==> config.mk <==
export PLATFORM = sky130hd
export DESIGN_NAME = keyed_alu_pipe
export DESIGN_NICKNAME = d
export VERILOG_FILES = /design/src/rtl/keyed_alu_pkg.sv /design/src/rtl/keyed_alu_lock.sv /design/src/rtl/keyed_alu_pipe.sv
export SDC_FILE = /design/constraint.sdc
export NUM_CORES = 1
export LEC_CHECK = 0
export ABC_AREA = 1
export BUFFER_PORTS_ARGS = -buffer_cell sky130_fd_sc_hd__buf_2
export CAP_MARGIN = 0
export CORE_ASPECT_RATIO = 1.1
export CORE_MARGIN = 2
export CORE_UTILIZATION = 50
export CTS_CLUSTER_DIAMETER = 200
export DETAILED_ROUTE_END_ITERATION = 8
export PLACE_DENSITY = 0.86
export SKIP_CTS_REPAIR_TIMING = 1
export SLEW_MARGIN = 30
export SYNTH_ARGS = -nofsm -noshare
export SYNTH_HDL_FRONTEND = slang
export SYNTH_SLANG_ARGS = --single-unit
==> constraint.sdc <==
create_clock -name clk -period 2.3 [get_ports clk]
set_clock_uncertainty 0.15 [all_clocks]
set_input_delay 0.46 -clock clk [delete_from_list [all_inputs] [get_ports clk]]
set_output_delay 0.46 -clock clk [all_outputs]
set_load 0.02 [all_outputs]
==> src/rtl/keyed_alu_pkg.sv <==
// Shared types for the key-gated pipelined ALU: op select encoding and lock FSM states.
package keyed_alu_pkg;

  typedef enum logic [1:0] {
    OP_ADD  = 2'b00,
    OP_SUB  = 2'b01,
    OP_ADDC = 2'b10,
    OP_SUBC = 2'b11
  } alu_op_e;

  typedef enum logic [1:0] {
    LOCKED   = 2'b00,
    UNLOCKED = 2'b01,
    BLOCKED  = 2'b10
  } lock_state_e;

endpackage

==> src/rtl/keyed_alu_lock.sv <==
// Key-unlock FSM with wrong-attempt counter; BLOCKED is sticky until reset.
module keyed_alu_lock
  import keyed_alu_pkg::*;
#(
  parameter int               KEY_W     = 8,
  parameter logic [KEY_W-1:0] KEY_VALUE = 8'h5A,
  parameter int               MAX_FAIL  = 3
) (
  input  logic             clk,
  input  logic             rst,
  input  logic [KEY_W-1:0] key,
  input  logic             key_load,
  output logic             unlocked,
  output logic             locked,
  output logic             blocked
);

  localparam int FAIL_W = (MAX_FAIL < 2) ? 1 : $clog2(MAX_FAIL + 1);

  lock_state_e       state_q;
  logic [FAIL_W-1:0] fail_q;
  logic              unlocked_q;
  logic              locked_q;
  logic              blocked_q;
  logic              match;

  assign match = (key == KEY_VALUE);

  // Status flags are registered alongside the state so they always mirror state_q.
  always_ff @(posedge clk) begin
    if (rst) begin
      state_q    <= LOCKED;
      fail_q     <= '0;
      unlocked_q <= 1'b0;
      locked_q   <= 1'b1;
      blocked_q  <= 1'b0;
    end else if (key_load) begin
      unique case (state_q)
        LOCKED: begin
          if (match) begin
            state_q    <= UNLOCKED;
            fail_q     <= '0;
            unlocked_q <= 1'b1;
            locked_q   <= 1'b0;
          end else begin
            fail_q <= fail_q + FAIL_W'(1);
            if (int'(fail_q) + 1 >= MAX_FAIL) begin
              state_q   <= BLOCKED;
              blocked_q <= 1'b1;
            end
          end
        end
        UNLOCKED: begin
          if (!match) begin
            fail_q     <= FAIL_W'(1);
            unlocked_q <= 1'b0;
            locked_q   <= 1'b1;
            if (MAX_FAIL == 1) begin
              state_q   <= BLOCKED;
              blocked_q <= 1'b1;
            end else begin
              state_q <= LOCKED;
            end
          end
        end
        default: begin
        end
      endcase
    end
  end

  assign unlocked = unlocked_q;
  assign locked   = locked_q;
  assign blocked  = blocked_q;

endmodule

==> src/rtl/keyed_alu_pipe.sv <==
// Two-stage key-gated ALU pipeline with valid/ready on both sides and a completed-op counter.
// Build option KEYED_ALU_SAT_EN selects unsigned saturating arithmetic instead of wrapping.
module keyed_alu_pipe
  import keyed_alu_pkg::*;
#(
  parameter int               WIDTH     = 8,
  parameter int               KEY_W     = 8,
  parameter logic [KEY_W-1:0] KEY_VALUE = 8'h5A,
  parameter logic [WIDTH-1:0] CONST     = 8'hAA,
  parameter int               MAX_FAIL  = 3,
  parameter int               CNT_W     = 16
) (
  input  logic             clk,
  input  logic             rst,
  input  logic             in_valid,
  output logic             in_ready,
  input  logic [1:0]       sel,
  input  logic [WIDTH-1:0] in1,
  input  logic [WIDTH-1:0] in2,
  input  logic [KEY_W-1:0] key,
  input  logic             key_load,
  output logic             out_valid,
  input  logic             out_ready,
  output logic [WIDTH-1:0] out,
  output logic             ovf,
  output logic             locked,
  output logic             blocked,
  output logic [CNT_W-1:0] op_count
);

  logic             unlocked;
  logic             v1_q;
  logic [WIDTH-1:0] a_q;
  logic [WIDTH-1:0] b_q;
  alu_op_e          op_q;
  logic             out_valid_q;
  logic [WIDTH-1:0] out_q;
  logic             ovf_q;
  logic [CNT_W-1:0] cnt_q;

  logic             adv2;
  logic             accept;
  logic             load2;
  logic [WIDTH-1:0] op2;
  logic             is_sub;
  logic [WIDTH:0]   sum;
  logic [WIDTH:0]   diff;
  logic [WIDTH-1:0] res_d;
  logic             ovf_d;

  keyed_alu_lock #(
    .KEY_W    (KEY_W),
    .KEY_VALUE(KEY_VALUE),
    .MAX_FAIL (MAX_FAIL)
  ) u_lock (
    .clk     (clk),
    .rst     (rst),
    .key     (key),
    .key_load(key_load),
    .unlocked(unlocked),
    .locked  (locked),
    .blocked (blocked)
  );

  // A beat transfers on a side when valid & ready are both high at a clock edge; a
  // producer holds valid and data stable until it transfers, and ready never looks at valid.
  assign adv2     = !out_valid_q || out_ready;
  assign in_ready = !v1_q || adv2;
  assign accept   = in_valid && in_ready;
  assign load2    = adv2 && v1_q;

  always_comb begin
    op2    = (op_q == OP_ADDC || op_q == OP_SUBC) ? CONST : b_q;
    is_sub = (op_q == OP_SUB || op_q == OP_SUBC);
    sum    = {1'b0, a_q} + {1'b0, op2};
    diff   = {1'b0, a_q} - {1'b0, op2};
    ovf_d  = is_sub ? diff[WIDTH] : sum[WIDTH];
    res_d  = is_sub ? diff[WIDTH-1:0] : sum[WIDTH-1:0];
`ifdef KEYED_ALU_SAT_EN
    if (ovf_d) begin
      res_d = is_sub ? '0 : '1;
    end
`endif
    // Lock state is taken from the registered FSM, so a same-cycle key_load has no effect here.
    if (!unlocked) begin
      res_d = '0;
      ovf_d = 1'b0;
    end
  end

  always_ff @(posedge clk) begin
    if (rst) begin
      v1_q        <= 1'b0;
      a_q         <= '0;
      b_q         <= '0;
      op_q        <= OP_ADD;
      out_valid_q <= 1'b0;
      out_q       <= '0;
      ovf_q       <= 1'b0;
      cnt_q       <= '0;
    end else begin
      if (accept) begin
        v1_q <= 1'b1;
        a_q  <= in1;
        b_q  <= in2;
        op_q <= alu_op_e'(sel);
      end else if (load2) begin
        v1_q <= 1'b0;
      end
      if (adv2) begin
        out_valid_q <= v1_q;
      end
      if (load2) begin
        out_q <= res_d;
        ovf_q <= ovf_d;
      end
      if (out_valid_q && out_ready) begin
        cnt_q <= cnt_q + 1'b1;
      end
    end
  end

  assign out_valid = out_valid_q;
  assign out       = out_q;
  assign ovf       = ovf_q;
  assign op_count  = cnt_q;

endmodule

---- Word level (Yosys, flattened, before mapping) ----
Index checks and enable logic that the tools add are counted.
storage, ports and cells
  register bits after elaboration ......... 52
  input port bits ......................... 31
  latch bits .............................. 0
  RAM bits ................................ 0
  output and inout port bits .............. 29
  memory bits (read-only) ................. 0
  logic and storage cells ................. 64
  memories ................................ 0
cells by class
  shift-type cells ........................ 0
  multiply operators ...................... 0
  bitwise logic cells ..................... 1
  mux-type cells .......................... 20
  equality and inequality tests ........... 8
  add/sub/neg operators ................... 5
  $lt $le $gt $ge ......................... 1
  div/mod/pow operators ................... 0
  reduce and logical (&&, ||, !) cells .... 16
operator list
  operator                                                             count
  greater-or-equal comparator 32 x 3 -> 1 bit (second input constant)  1
  2-to-1 mux 8 bit                                                     3
  adder 16 x 1 -> 16 bit (second input constant)                       1
  AND reduction 4 bit                                                  3
  2-to-1 mux 2 bit                                                     5
  adder 8 x 8 -> 9 bit                                                 1
  subtractor 8 x 8 -> 9 bit                                            1
  equality test 8 x 7 -> 1 bit (second input constant)                 1
  2-to-1 mux 1 bit                                                     8
  one-hot mux 2 bit (2 select lines)                                   2
  equality test 2 x 1 -> 1 bit (second input constant)                 2
  equality test 2 bit (second input constant)                          2
  logical OR 1 bit                                                     4
  one-hot mux 1 bit (2 select lines)                                   2
  nonzero test 2 bit                                                   2
  adder 2 x 1 -> 3 bit (second input constant)                         1
  logical AND 1 bit                                                    3
  != test 3 x 1 -> 1 bit (second input constant)                       1
  AND reduction 3 bit                                                  1
  adder 2 x 1 -> 2 bit (second input constant)                         1
  zero test 1 bit                                                      2
  zero test 2 bit                                                      1
  != test 2 x 1 -> 1 bit (second input constant)                       1
  != test 2 bit (second input constant)                                1
  NOT 1 bit                                                            1

---- Depth between registers and ports, before layout ----
  depth after elaboration ................. 6
  mapped depth ............................ 13
  mapped depth without buffers ............ 13

---- Hierarchy ----
Synthesis repeated with hierarchy kept, for this count alone.
second synthesis, totals
  cells, all modules ...................... 434
  area, all modules ....................... 3,014.1 µm²
by module, submodules not included
  module          instances  area an instance (µm²)  cells an instance  seq. area each (µm²)
  keyed_alu_pipe  1          2,572.5                 367                900.9
  keyed_alu_lock  1          441.7                   67                 140.1

---- Worst setup path after synthesis ----
No wires, ideal clock.
  path type ............................... reg2reg
  start ................................... reg op_q[1]
  end ..................................... reg out_q[6], in the netlist out[6]
  stages on the path, launching flop included .. 13
  clock period less this slack ............ 1.826 ns
  arrival time ............................ 1.543 ns
  data required time ...................... 2.018 ns
  path buffers ............................ 0
  library setup time ...................... 0.132 ns
  path slack .............................. 0.474 ns
  cell sequence ........................... dfxtp_1 -> nor2_1 -> ha_1 -> inv_1 -> fa_1 -> nand2_1 -> nand2_1 -> nand3_1 -> nand2_1 -> nand2_1 -> nand3_1 -> nand3_1 -> a21oi_1
between the ends
  word-level cells in the longest chain between the ends .. 6
  elaborated cells between the ends (all ways) .. 10
  classes of those cells .................. add/sub (2); eq/ne (3); mux (3); reduce/logical (2)
RTL lines
  item                                                                      RTL line                                    text
  start: declaration                                                        keyed_alu_pipe.sv:35                        alu_op_e op_q;
  start signal: assignment                                                  keyed_alu_pipe.sv:106                       op_q <= alu_op_e'(sel);
  equality test 2 bit, on equally long branches                             keyed_alu_pipe.sv:73, keyed_alu_pipe.sv:74
  logical OR 1 bit                                                          keyed_alu_pipe.sv:73                        op2 = (op_q == OP_ADDC || op_q == OP_SUBC) ? CONST : b_q;
  2-to-1 mux 8 bit                                                          keyed_alu_pipe.sv:73
  adder 8 x 8 -> 9 bit / subtractor 8 x 8 -> 9 bit (equally long branches)  keyed_alu_pipe.sv:75, keyed_alu_pipe.sv:76
  2-to-1 mux 8 bit (*)                                                      keyed_alu_pipe.sv:78                        res_d = is_sub ? diff[WIDTH-1:0] : sum[WIDTH-1:0];
  2-to-1 mux 8 bit (*)                                                      keyed_alu_pipe.sv:85                        if (!unlocked) begin
  end signal: assignment                                                    keyed_alu_pipe.sv:114                       out_q <= res_d;
  end: declaration                                                          keyed_alu_pipe.sv:37                        logic [WIDTH-1:0] out_q;
Mark *: on every way between the ends. The rest lies on a longest branch, timed or not.
A chain may end at the register's enable or synchronous reset.

---- Final worst setup path ----
  start ................................... reg op_q[1]
  end ..................................... reg out_q[3], in the netlist out[3]
The elaborated chain is that of the path after synthesis.

==> results.py <==
metrics = {
    "logic_synthesis": {
        "syn_area_sq_um": 2840,
        "yosysWarningCount": 0,
        "syn_inst": 416,
        "ys_ff_latch": 52,
        "ys.flop_type": "dfxtp_1",
        "synth.distinct_cells": 28,
        "syn_area_per_cell_sq_um": 6.82,
        "async_flop_share_pct": 0,
        "seq_area_frac_synth_pct": 36.7,
        "synth_enable_flop_cells": 0,
        "synth_nets": 469,
    },
    "die": {
        "initial_core_util_pct": 52.2,
        "core_area_sq_um": 5430,
        "die_area_sq_um": 6290,
        "num_rows": 28,
        "die_h_um": 83.0,
        "die_x_um": 75.8,
        "ios": 60,
    },
    "route": {
        "dr.pass1.iters": 4,
        "wl_met1_mm": 2.77,
        "viasPerCell": 5.05,
        "route.met2.wl_mm": 3.09,
        "met3WireLength_um": 298,
        "top_layer_used": "met4",
        "ant_nets": 0,
        "drtIter0Drc": 128,
        "wl_per_cell_um": 11.4,
        "drc_errors": 0,
        "finalWirelength_mm": 6.29,
        "vias": 2790,
    },
    "critical_path": {
        "crit_start": "op_q[1]",
        "startpoint_type": "register",
        "path_cells": "inv_1 -> nand2_1 -> ha_1 -> inv_1 -> nand3_1 -> nand3_1 -> o21ai_0 -> a21oi_1 -> o21ai_0 -> a21oi_1",
        "cp_slowest_cell": "ha_1",
        "rr_startpoint": "op_q[1]",
        "critPathArrivalTime_ps": 2110,
        "end_kind": "register",
        "worstReg2RegEnd": "out[3]",
        "crit_path_max_fanout": 6,
        "r2r_setup_slack_ps": 250,
        "reg2reg_depth": 10,
        "required_ps": 2350,
        "crit_family": "compound AO/OA/AOI/OAI gates",
        "path_class": "register to register",
        "cpPeakStageDelay_ps": 380,
        "crit_buf_inv": 2,
    },
    "grt": {
        "track_usage_pct": 21.4,
        "globalRouteOverflowTotal": 0,
        "grt_antenna_before_repair": 0,
        "grt_pass1_vias": 2590,
        "grt_start_max_net_pins": 34,
        "grt_pass1_wl_mm": 10.8,
    },
    "clocking": {
        "cts_root_buffer": "clkbuf_8",
        "clk_latency_ps": 310,
        "ctsLongestPathBuffers": 2,
        "cts_buffers": 5,
        "clk_pin_slew_ps": 90,
        "cts.sinks": 52,
        "cts_max_level": 2,
        "cts_tree": "built",
    },
    "cells_and_area": {
        "layout_commonest_cell": "nand2_1",
        "finalNonFillerCells": 553,
        "syn_to_final_growth_pct": 17.1,
        "drive_above_1_share_pct": 17.8,
        "final_cell_mix": "nand2_1 (84), nor2_1 (62), inv_1 (60)",
        "diodes": 0,
        "final_cell_area_sq_um": 3320,
        "nFillCells": 481,
        "nNetsFinal": 530,
    },
    "power_and_ir_drop": {
        "ir_drop_v": 0.000515,
        "power_density_nw_per_um2": 579,
        "p_leak_nw": 1.71,
    },
    "worst_hold_path": {
        "min_path_cells": 3,
        "hold_path_class": "input pin to register",
        "min_from": "in2[4]",
        "hold_end": "b_q[4]",
    },
    "job": {
        "cap_violations": 0,
    },
    "timing": {
        "hold_viol": 0,
        "setup-tns-final_ps": 0,
        "tightest_slew_ps": 490,
        "clock.fmax_mhz": 487,
        "fin_crit_sh_pct": 89.3,
        "holdWs_ps": 245,
        "slew_viol_final": 0,
        "maxSlewHeadroom_pct": 67.3,
        "finalSetupViolCount": 0,
        "period_minus_slack_ps": 2050,
    },
    "placed_design": {
        "hpwlAfterDp_mm": 5.00,
        "place_area_sq_um": 3220,
        "gp_congestion": 0.928,
        "placed_cells": 545,
        "portBuffers": 59,
    },
    "status": {
        "status": "completed",
    },
}
## final cells by class
class                      count  area (sq um)  share of cell area, %
timing repair buffer          64           333                   10.0
sequential                    52          1040                   31.4
inverter                      61           230                   6.94
clock buffer                   6          82.6                   2.49
multi-input combinational    293          1530                   45.9
clock inverter                 2          13.8                  0.415
tap                           75          93.8                   2.83
## state kept, by name (all words and copies together), names as in the netlist
name,flops
out_valid,1
u_lock.unlocked,1
op_q,2
out,8
u_lock.locked,1
v1_q,1
ovf,1
op_count,16
u_lock.state_q,2
b_q,8
a_q,8
u_lock.fail_q,2
u_lock.blocked,1
## cell usage after synthesis (4+ instances only)
master,count,area (sq um)
nand3_1,23,115
inv_1,60,225
nor2_1,64,240
nand2_1,84,315
dfxtp_1,52,1040
nor2_2,4,25.0
a21oi_1,35,175
o21ai_0,33,165
ha_1,20,250
nand4_1,9,56.3
clkbuf_1,7,26.3
nor3_1,5,25.0
## per-stage QoR
step,util [%],worst slack (ps),power (mW)
detailed placement,59.3,221,1.38
global route,61.1,-4.39,2.03
finish,61.1,247,1.92
CTS,61.0,222,1.94
global placement,59.3,268,1.37
floorplan,-,474,1.27
## where the power goes
group / internal, mW / switching (mW)
logic: 0.144 / 0.245
clock network: 0.247 / 0.306
registers: 0.944 / 0.0355
## logic make-up (layout without fill, tap and decap cells)
logic type	count (synthesis)	in the layout	synth area share [%]
fa+ha+maj	22	22	10.2
compound gates	74	74	13.6
xor+xnor	1	1	0.309
buf+inv	71	133	9.66
simple gates	196	196	29.4
flops	52	52	36.7
## per-layer routing
layer	vias up	global-route usage, %
li1	1448	-
met3	13	3.88
met2	79	36.1
met1	1250	26.8
met4	0	6.86
met5	-	0
## how the worst max path moves through the flow
| stage | to | slack (ps) | depth (start not counted) |
|---|---|---|---|
| floorplan | out[6] | 470 | 12 |
| global placement | ovf | 270 | 11 |
| detailed placement | out[3] | 220 | 9 |
| CTS | out[3] | 220 | 9 |
| global route | out[3] | -4 | 10 |
| finish | out[3] | 250 | 10 |
## worst min-delay path, stage by stage
cell     delay, ps
buf_2           70
o21ai_0         70
nor2_1          70
Power figures use the tool's default switching activity.
